===== config.mk =====
export PLATFORM = sky130hd
export DESIGN_NAME = reg_write_decoder_sb
export DESIGN_NICKNAME = d
export VERILOG_FILES = /design/src/rtl/reg_write_decoder_sb.sv
export SDC_FILE = /design/constraint.sdc
export NUM_CORES = 1
export LEC_CHECK = 0
export BUFFER_PORTS_ARGS = -buffer_cell sky130_fd_sc_hd__buf_2
export CORE_UTILIZATION = 41
export DETAILED_ROUTE_END_ITERATION = 7
export GPL_ROUTABILITY_DRIVEN = 0
export GPL_TIMING_DRIVEN = 0
export PLACE_DENSITY = 0.78
export SKIP_CTS_REPAIR_TIMING = 1
export SYNTH_ARGS = -nofsm -noshare
export SYNTH_HDL_FRONTEND = slang
export SYNTH_SLANG_ARGS = --single-unit

===== constraint.sdc =====
create_clock -name clk -period 1.7 [get_ports clk]
set_clock_uncertainty 0.1 [all_clocks]
set_input_delay 0.085 -clock clk [delete_from_list [all_inputs] [get_ports clk]]
set_output_delay 0.085 -clock clk [all_outputs]
set_load 0.01 [all_outputs]

===== src/rtl/reg_write_decoder_sb.sv =====
// Writeback address decoder with a per-register busy scoreboard: registered one-hot
// write enables, combinational issue_ready / RAW hazard flags, sticky stray-writeback error.
module reg_write_decoder_sb #(
  parameter int ADDR_W      = 3,
  parameter int NREG        = 1 << ADDR_W,
  parameter bit ZERO_REG_RO = 1'b1
) (
  input  logic              clk,
  input  logic              rst,
  input  logic              issue_valid,
  input  logic [ADDR_W-1:0] issue_addr,
  output logic              issue_ready,
  input  logic [ADDR_W-1:0] rs1_addr,
  input  logic [ADDR_W-1:0] rs2_addr,
  output logic              hazard1,
  output logic              hazard2,
  input  logic              wb_valid,
  input  logic [ADDR_W-1:0] wb_addr,
  output logic [NREG-1:0]   we_onehot,
  output logic [NREG-1:0]   busy,
  output logic              err_stray
);

  // Clears bit 0 when register 0 is hardwired, so it can never be written or marked busy.
  localparam logic [NREG-1:0] ZMASK = {{(NREG-1){1'b1}}, ~ZERO_REG_RO};

  logic [NREG-1:0] r_busy;
  logic [NREG-1:0] r_we;
  logic            r_err;

  logic [NREG-1:0] w_wb_dec;
  logic [NREG-1:0] w_iss_dec;
  logic [NREG-1:0] w_wb_clr;
  logic [NREG-1:0] w_iss_set;
  logic            w_wb_hit_iss;
  logic            w_wb_hit_rs1;
  logic            w_wb_hit_rs2;
  logic            w_stray;

  always_comb begin
    w_wb_dec            = '0;
    w_wb_dec[wb_addr]   = 1'b1;
    w_iss_dec           = '0;
    w_iss_dec[issue_addr] = 1'b1;
  end

  assign w_wb_clr     = wb_valid ? (w_wb_dec & ZMASK) : '0;
  assign w_wb_hit_iss = wb_valid && (wb_addr == issue_addr);
  assign w_wb_hit_rs1 = wb_valid && (wb_addr == rs1_addr);
  assign w_wb_hit_rs2 = wb_valid && (wb_addr == rs2_addr);

  // A writeback landing this cycle frees the register, so a WAW issue may proceed.
  assign issue_ready  = !r_busy[issue_addr] || w_wb_hit_iss;
  assign w_iss_set    = (issue_valid && issue_ready) ? (w_iss_dec & ZMASK) : '0;

  // Hazards look at busy before this cycle's issue; same-cycle writeback bypasses.
  assign hazard1      = r_busy[rs1_addr] && !w_wb_hit_rs1;
  assign hazard2      = r_busy[rs2_addr] && !w_wb_hit_rs2;

  assign w_stray      = wb_valid && !r_busy[wb_addr] &&
                        !(ZERO_REG_RO && (wb_addr == '0));

  always_ff @(posedge clk) begin
    if (rst) begin
      r_busy <= '0;
      r_we   <= '0;
      r_err  <= 1'b0;
    end else begin
      // Set after clear: a new issue to a register retiring this cycle takes ownership.
      r_busy <= (r_busy & ~w_wb_clr) | w_iss_set;
      r_we   <= w_wb_clr;
      r_err  <= r_err | w_stray;
    end
  end

  assign busy      = r_busy;
  assign we_onehot = r_we;
  assign err_stray = r_err;

endmodule


==> impl_results.md, run 1 <==
* Synth cell count leaders: dfxtp_1 (15), nor2_1 (9), o211ai_1 (8), o21ai_1 (7), inv_1 (5)
* H-tree depth at 1
* Crit path to: issue_ready
* Skew-Pair Late Insertion Delay at between 0.2 and 0.3 ns
* Largest net degree at the start of global routing at 11
* Seq/Total Area, Yosys at 32.5%
* Critical path origin: busy[3]
* Main synth FF type: dfxtp_1
* Vias after detailed routing at ~900
* Share of the synthesized area in the top cell type at between 30% and 40%
* Vias in the first global route at 829
* Synth Area per Inst at approximately 9 um^2
* Period minus WS final at 1.64 ns
* Area contributors post-synth: dfxtp_1 (32%), mux4_2 (9.7%), o211ai_1 (6.5%)
* # Max-Cap Violations at 0
* Setup TNS at 0 ns
* Leakage at between 0.5 and 0.6 nW
* Die Span X at between 40 and 50 um
* Slowest cell on crit path: dfxtp_2
* Ys async rst share at 0%
* DR DRC count at 0
* Synth Register Bits at 15
* Slew Limit Fails at 0
* Post-route ant nets at 0
* Routing usage on met3 at 2.16%
* First-pass GRT wire length at roughly 3.7 mm
* Tcrit/Tclk final at about 96%
* Total wire length at ~2.2 mm
* Layout area overhead at 25.8%
* CP Capture Type: output pin
* Outcome: finished, violations left
* Yosys cell types at 33
* Root buffer cell: clkbuf_4
* # port buffers at 29
* Unrepaired setup endpoints after global routing: no
* Die area at 2450 um^2
* Grt ovf at 0
* Max FO, Critical Path at 6
* R2r startpoint: busy[7]
* Count leader, synth: dfxtp_1
* P per Cell Area at between 600 and 700 nW/um^2
* Boundary Pins at 36
* GR Layer Usage met1 at 25.0%
* EDFF count, synth at 0
* Violated checks: hold timing
* Avg Vias per Cell at ~5.6
* Worst path cell trace: mux2_4 > a221oi_2 > or3_1 > buf_2
* Core Box Area at between 2000 and 2500 um^2
* Iteration-0 DRC Markers at 37
* Hold WC Path Type: input pin to flip-flop
* Clock transition at the registers of the reported paths at around 0.090 ns
* DR pass1 iterations at 4
* Busiest layer in global routing: met2
* Required time worst endpoint at approximately 1.5 ns
* Syn Inst Count at between 100 and 150
* Die Span Y at around 49 um
* Startpoint types: flip-flop
* HPWL after detailed placement at ~1.6 mm
* Maximum clock frequency at approximately 600 MHz
* Reg2Reg Depth at 4
* Worst R2R End: busy[4]
* Worst IR Drop VDD at between 0.3 and 0.4 mV
* R2r setup slk at ~0.33 ns
* Largest area contributor in the netlist: dfxtp_1
* CTS tree: done
* Final setup fails at 0
* Clock Tree Buf Depth at 2
* Share of layout cells above drive strength 1 at around two fifths
* Cell Area, Synth at roughly 920 um^2
* Slowest stage delay, CP at ~0.36 ns
* Final Hold Fails at 2
* Clock sinks at 15
* WS Path Type: flip-flop to output pin
* Worst endpoint data arrival time at around 1.5 ns
* GRT met2 Usage at approximately 34%
* TritonCTS buffer count at 3
* Starting density of the core at a little under half
* N_diodes at 0
* Antenna violations before repair at 0
* # rows at 16
* YS warnings at 0
* Layout Nets at 154
* Min Hold Slack at -0.0191 ns
* Gr usage total at 19.3%
* Mean routed wirelength per cell at approximately 13 um
-- kinds of logic after synthesis --
logic type / Yosys count / synth area share (%)
muxes: 8 / 14.6
AOI/OAI and AO/OA: 26 / 20.2
buffers and inverters: 13 / 8.12
other: 1 / 0.406
xor gates and xnor gates: 7 / 6.63
and+or+nand+nor: 31 / 17.6
DFF: 15 / 32.5
-- cells in the final DEF, fill, tap and decap left out, drive strengths merged, types with 5 or more instances in the layout --
cell    instances
buf            36
dfxtp          15
inv             5
nand2           5
nor2            9
o211ai          8
o21ai           7
-- power by group --
part	total [mW]	internal (mW)	switching, mW
combinational	0.168	0.0757	0.0923
sequential	0.375	0.362	0.0125
clock	0.198	0.0910	0.107
total	0.741	0.529	0.212
-- through the flow --
| stage | cell area (um^2) | instances | power, mW | worst slack (ns) | util, % |
|---|---|---|---|---|---|
| after floorplan | 928 | 102 | 0.488 | 0.408 | - |
| after global placement | 1110 | 158 | 0.542 | 0.340 | 54.2 |
| after detailed placement | 1110 | 158 | 0.547 | 0.326 | 54.2 |
| after CTS | 1130 | 162 | 0.740 | 0.0136 | 55.5 |
| after global routing | 1160 | 164 | 0.782 | 0.00420 | 57.0 |
| final | 1160 | 164 | 0.741 | 0.0625 | 57.0 |
-- state kept, by name, indices dropped and copies added (netlist names) --
name	flops
we_onehot	7
busy	7
err_stray	1
-- layout make-up --
cell class	count	area, um^2
fillers	204	878
multi-input cells	74	553
flip-flops and latches	15	310
repair buffers	31	165
plain buffers	7	52.6
well taps	27	33.8
clock buffers	4	26.3
inverters	6	22.5
-- critical path: cells and delay by family, from the launching register on --
kind                   cells  cell delay [ns]
multiplexers               1             0.27
buffers and inverters      1             0.12
AO/OA/AOI/OAI              1             0.28
flip-flops                 1             0.36
AND/OR/NAND/NOR            1             0.14
-- how the worst min path moves through the flow --
stage          cells past startpoint     startpoint        end
4_1_cts                            2            rst  err_stray
3_3_place_gp                       2            rst  err_stray
2_1_floorplan                      1            rst  err_stray
5_1_grt                            3  issue_addr[0]    busy[5]
3_5_place_dp                       2            rst  err_stray
6_report                           3  issue_addr[0]    busy[5]
-- metal layers --
layer  up-vias  routed length (um)
met1       432                 950
met2        44                1080
met5         -                   0
li1        444                   -
met3         3                 155
met4         0                  15
(Power assumes the default switching activity.)
==> inputs of run 2 (changes only) <==
clock period = 1.8 ns   (was 1.7 ns; I/O delays follow)
==> run 2 against run 1 <==
Against the previous run: the run still ends with hold timing left; combinational power is 7% lower; critical path depth stayed put; die area stayed put; clock-buffer cell count stayed put; largest power group unchanged.
==> impl_results.md, run 2 (synthesis results as in run 1) <==
* Final Hold Fails at 1
* Worst path cell trace: mux4_2 > nor2_1 > or3_1 > buf_2
* Unrepaired setup endpoints after global routing: no
* Tcrit/Tclk final at between 90% and 100%
* Antenna violations before repair at 0
* Reg2Reg Depth at 4
* Most frequent cells in the layout: buf_2 (32), dfxtp_1 (15), nor2_1 (9)
* Startpoint types: flip-flop
* Total wire length at 2.21 mm
* Worst IR Drop VDD at about 0.38 mV
* First-pass GRT wire length at between 3 and 4 mm
* Die Span X at between 40 and 50 um
* DR DRC count at 0
* CP Capture Type: output pin
* Required time worst endpoint at ~1.6 ns
* Starting density of the core at a little under half
* Setup TNS at 0 ns
* Slowest stage delay, CP at 0.46 ns
* DR pass1 iterations at 4
* Share of layout cells above drive strength 1 at 34.6%
* Slowest cell on crit path: dfxtp_1
* Max FO, Critical Path at 6
* Maximum clock frequency at about 600 MHz
* Mean routed wirelength per cell at 13.6 um
* Leakage at approximately 0.5 nW
* Post-route ant nets at 0
* TritonCTS buffer count at 3
* Skew-Pair Late Insertion Delay at between 0.2 and 0.3 ns
* Worst endpoint data arrival time at approximately 1.5 ns
* Clock Tree Buf Depth at 2
* Crit path depth at 4
* WS Path Type: flip-flop to output pin
* Clock transition at the registers of the reported paths at 0.09 ns
* N_diodes at 0
* # port buffers at 29
* Layout Nets at between 150 and 200
* H-tree depth at 1
* Most common cell after layout, fill and taps aside: buf_2
* Slew Limit Fails at 0
* PnR Total Power at 698 uW
* Die area at 2450 um^2
* Period minus WS final at 1.69 ns
* Violated checks: hold timing
* Critical path origin: busy[7]
* Worst R2R End: busy[4]
* Root buffer cell: clkbuf_4
* Clock sinks at 15
* Boundary Pins at 36
* Worst Hold Launch: issue_addr[0]
* WP buf/inv at 1
* Largest net degree at the start of global routing at 11
* Final setup fails at 0
* Delay-heaviest family, CP: flip-flops
* Core Box Area at approximately 2000 um^2
* Grt ovf at 0
* P per Cell Area at roughly 610 nW/um^2
* # Max-Cap Violations at 0
* Vias after detailed routing at 912
* Hold WC Path Type: input pin to flip-flop
* Gr usage total at 19.3%
* Vias in the first global route at between 800 and 900
* Crit path to: issue_ready
* HPWL after detailed placement at around 1.6 mm
* Outcome: finished, violations left
* CTS tree: done
* R2r setup slk at between 0.4 and 0.5 ns
* Die Span Y at ~49 um
* Avg Vias per Cell at 5.60
* Min Hold Slack at -0.00932 ns
* R2r startpoint: busy[7]
* # rows at 16
* Layout area overhead at 23.7%
* Iteration-0 DRC Markers at 20
==> run 2: changes by cell type in the layout (fill, tap and decap cells not counted) <==
| cell | change |
|---|---|
| dfxtp_1 | +6 |
| dlygate4sd3_1 | -1 |
| dfxtp_4 | -1 |
| dfxtp_2 | -5 |
==> run 2: cell type report <==
type                    count  area [um^2]
plain buffers               7         52.6
clock buffers               4         26.3
fillers                   204          898
inverters                   6         22.5
multi-input cells          74          553
flip-flops and latches     15          300
well taps                  27         33.8
repair buffers             30          155
==> run 2: power breakdown <==
| part | internal (mW) | switching [mW] | total (mW) | leakage (nW) |
|---|---|---|---|---|
| clock network | 0.0859 | 0.102 | 0.188 | 0.0150 |
| registers | 0.342 | 0.0120 | 0.354 | 0.122 |
| logic | 0.0700 | 0.0866 | 0.157 | 0.368 |
| total | 0.498 | 0.200 | 0.698 | 0.505 |
==> run 2: metrics by stage <==
stage	cell area (um^2)	cells	utilization [%]	setup slack, ns
after global routing	1140	163	56.0	0.0477
after detailed placement	1110	158	54.2	0.421
final	1140	163	56.0	0.106
after CTS	1130	162	55.5	0.109
after global placement	1110	158	54.2	0.435
after floorplan	928	102	-	0.508
==> run 2: worst min-delay path by stage <==
stage | endpoint | cells after the start
3_3_place_gp | err_stray | 2
6_report | busy[5] | 3
4_1_cts | err_stray | 2
3_5_place_dp | err_stray | 2
5_1_grt | busy[6] | 3
2_1_floorplan | err_stray | 1
==> run 2: metal layers <==
metal / GRT usage [%] / routed length, um / up-vias
met4: 5.71 / 15 / 0
met3: 2.16 / 180 / 3
met2: 33.6 / 1060 / 44
li1: - / - / 443
met5: 0 / 0 / -
met1: 25.0 / 957 / 422
==> run 2: tightest hold or removal path, cell delays in order <==
cell and delay (ns):
buf_6 0.11, nand2_1 0.08, o21ai_1 0.05
==> inputs of run 3 (changes only) <==
RECOVER_POWER = 50   (was default)
==> run 3 against run 2 <==
Against the previous run: combinational power hardly changed; worst hold slack hardly changed; routed wire length down 1.1%; non-clock buffer count stayed put; clock-buffer cell count unchanged; die area did not move; clock power hardly changed; first-iteration DRC count is 15% higher; worst setup slack got worse by 0.0069 ns; sequential share of layout area is 0.41 points higher; the flow still finishes with violations (hold timing); largest power group unchanged; fmax decreased by 0.41%.
==> impl_results.md, run 3 (synthesis results as in run 1) <==
* Die area at 2450 um^2
* Startpoint types: flip-flop
* Avg Vias per Cell at around 5.5
* Post-route ant nets at 0
* N_diodes at 0
* H-tree depth at 1
* Violated checks: hold timing
* # port buffers at 29
* Leakage at about 0.45 nW
* Most common cell after layout, fill and taps aside: buf_2
* TritonCTS buffer count at 3
* Delay-heaviest family, CP: flip-flops
* Layout Nets at between 150 and 200
* HPWL after detailed placement at 1.65 mm
* Worst endpoint data arrival time at between 1.5 and 2 ns
* Setup TNS at 0 ns
* CTS tree: done
* Slew Limit Fails at 0
* # rows at 16
* Period minus WS final at 1.70 ns
* CP Capture Type: output pin
* Iteration-0 DRC Markers at 23
* Clock sinks at 15
* Share of layout cells above drive strength 1 at about a quarter
* WP buf/inv at 1
* Total wire length at about 2.2 mm
* First-pass GRT wire length at approximately 3.7 mm
* Slowest stage delay, CP at approximately 0.46 ns
* FILL cells at approximately 210
* # Max-Cap Violations at 0
* Min Hold Slack at -0.00902 ns
* P per Cell Area at just over 600 nW/um^2
* Worst path cell trace: mux4_2 > nor2_1 > or3_1 > buf_2
* DR DRC count at 0
* Max FO, Critical Path at 6
* WS Path Type: flip-flop to output pin
* Die Span X at between 40 and 50 um
* Final Hold Fails at 1
* Worst IR Drop VDD at ~0.38 mV
* Boundary Pins at 36
* Hold WC Path Type: input pin to flip-flop
* Required time worst endpoint at ~1.6 ns
* Outcome: finished, violations left
* R2r setup slk at 0.40 ns
* DR pass1 iterations at 4
* Gr usage total at between 10% and 20%
* Skew-Pair Late Insertion Delay at about 0.28 ns
* Core Box Area at between 2000 and 2500 um^2
* Clock Tree Buf Depth at 2
* Layout area overhead at 21.8%
* Clock transition at the registers of the reported paths at about 0.08 ns
* Mean routed wirelength per cell at about 13 um
* Grt ovf at 0
* Slowest cell on crit path: dfxtp_1
* Placed cells at between 150 and 200
* Vias in the first global route at 829
* Final setup fails at 0
* Die Span Y at a little under 50 um
* Tcrit/Tclk final at 94.5%
* Antenna violations before repair at 0
* Maximum clock frequency at approximately 600 MHz
* Vias after detailed routing at between 900 and 1000
* Starting density of the core at a little under half
* Unrepaired setup endpoints after global routing: no
* Largest net degree at the start of global routing at 11
* Root buffer cell: clkbuf_4
* Most frequent cells in the layout: buf_2 (18), dfxtp_1 (15), clkbuf_1 (15)
* Finished Layout Cells at around 160
## run 3: cell count changes in the layout (fill, tap and decap cells not counted), sizes merged
| cell | delta |
|---|---|
| buf | -14 |
| clkbuf | +14 |
## run 3: per-stage QoR
| stage | area [um^2] | util [%] | worst slack, ns | total power [mW] |
|---|---|---|---|---|
| after floorplan | 928 | - | 0.508 | 0.461 |
| after global placement | 1110 | 54.2 | 0.435 | 0.512 |
| after detailed placement | 1110 | 54.2 | 0.421 | 0.516 |
| after CTS | 1130 | 55.5 | 0.109 | 0.699 |
| after global routing | 1130 | 55.1 | 0.0457 | 0.734 |
| final | 1130 | 55.1 | 0.0990 | 0.693 |
## run 3: worst min-delay path, stage by stage
cell and delay (ns):
buf_6 0.11, nand2_1 0.07, o21ai_1 0.05
## run 3: final cells by class
type                       count  area (um^2)  share of cell area (%)
buffer                         7         52.6                    4.67
clock buffer                   4         26.3                    2.33
inverter                       6         22.5                    2.00
multi-input combinational     74          553                    49.1
sequential                    15          300                    26.7
tap                           27         33.8                    3.00
timing repair buffer          30          138                    12.2
## run 3: per-layer routing
layer | track usage (%) | wire, um | share of wire [%] | up-vias
li1 | - | - | - | 437
met1 | 25.0 | 942 | 43 | 421
met2 | 33.6 | 1080 | 49 | 40
met3 | 2.16 | 149 | 6.8 | 3
met4 | 5.71 | 13 | 0.59 | 0
met5 | 0 | 0 | 0 | -
## run 3: power by group
| group | internal, mW | switching [mW] | total (mW) | leakage [nW] |
|---|---|---|---|---|
| clock network | 0.0859 | 0.0994 | 0.185 | 0.0150 |
| logic | 0.0674 | 0.0865 | 0.154 | 0.311 |
| registers | 0.342 | 0.0122 | 0.354 | 0.122 |
| total | 0.495 | 0.198 | 0.693 | 0.448 |
## run 3: final timing paths
kind	end	from	cells after the start
max	issue_ready	busy[7]	4
min	busy[5]	issue_addr[0]	3
max reg2reg	busy[7]	busy[7]	4
min reg2reg	err_stray	err_stray	2
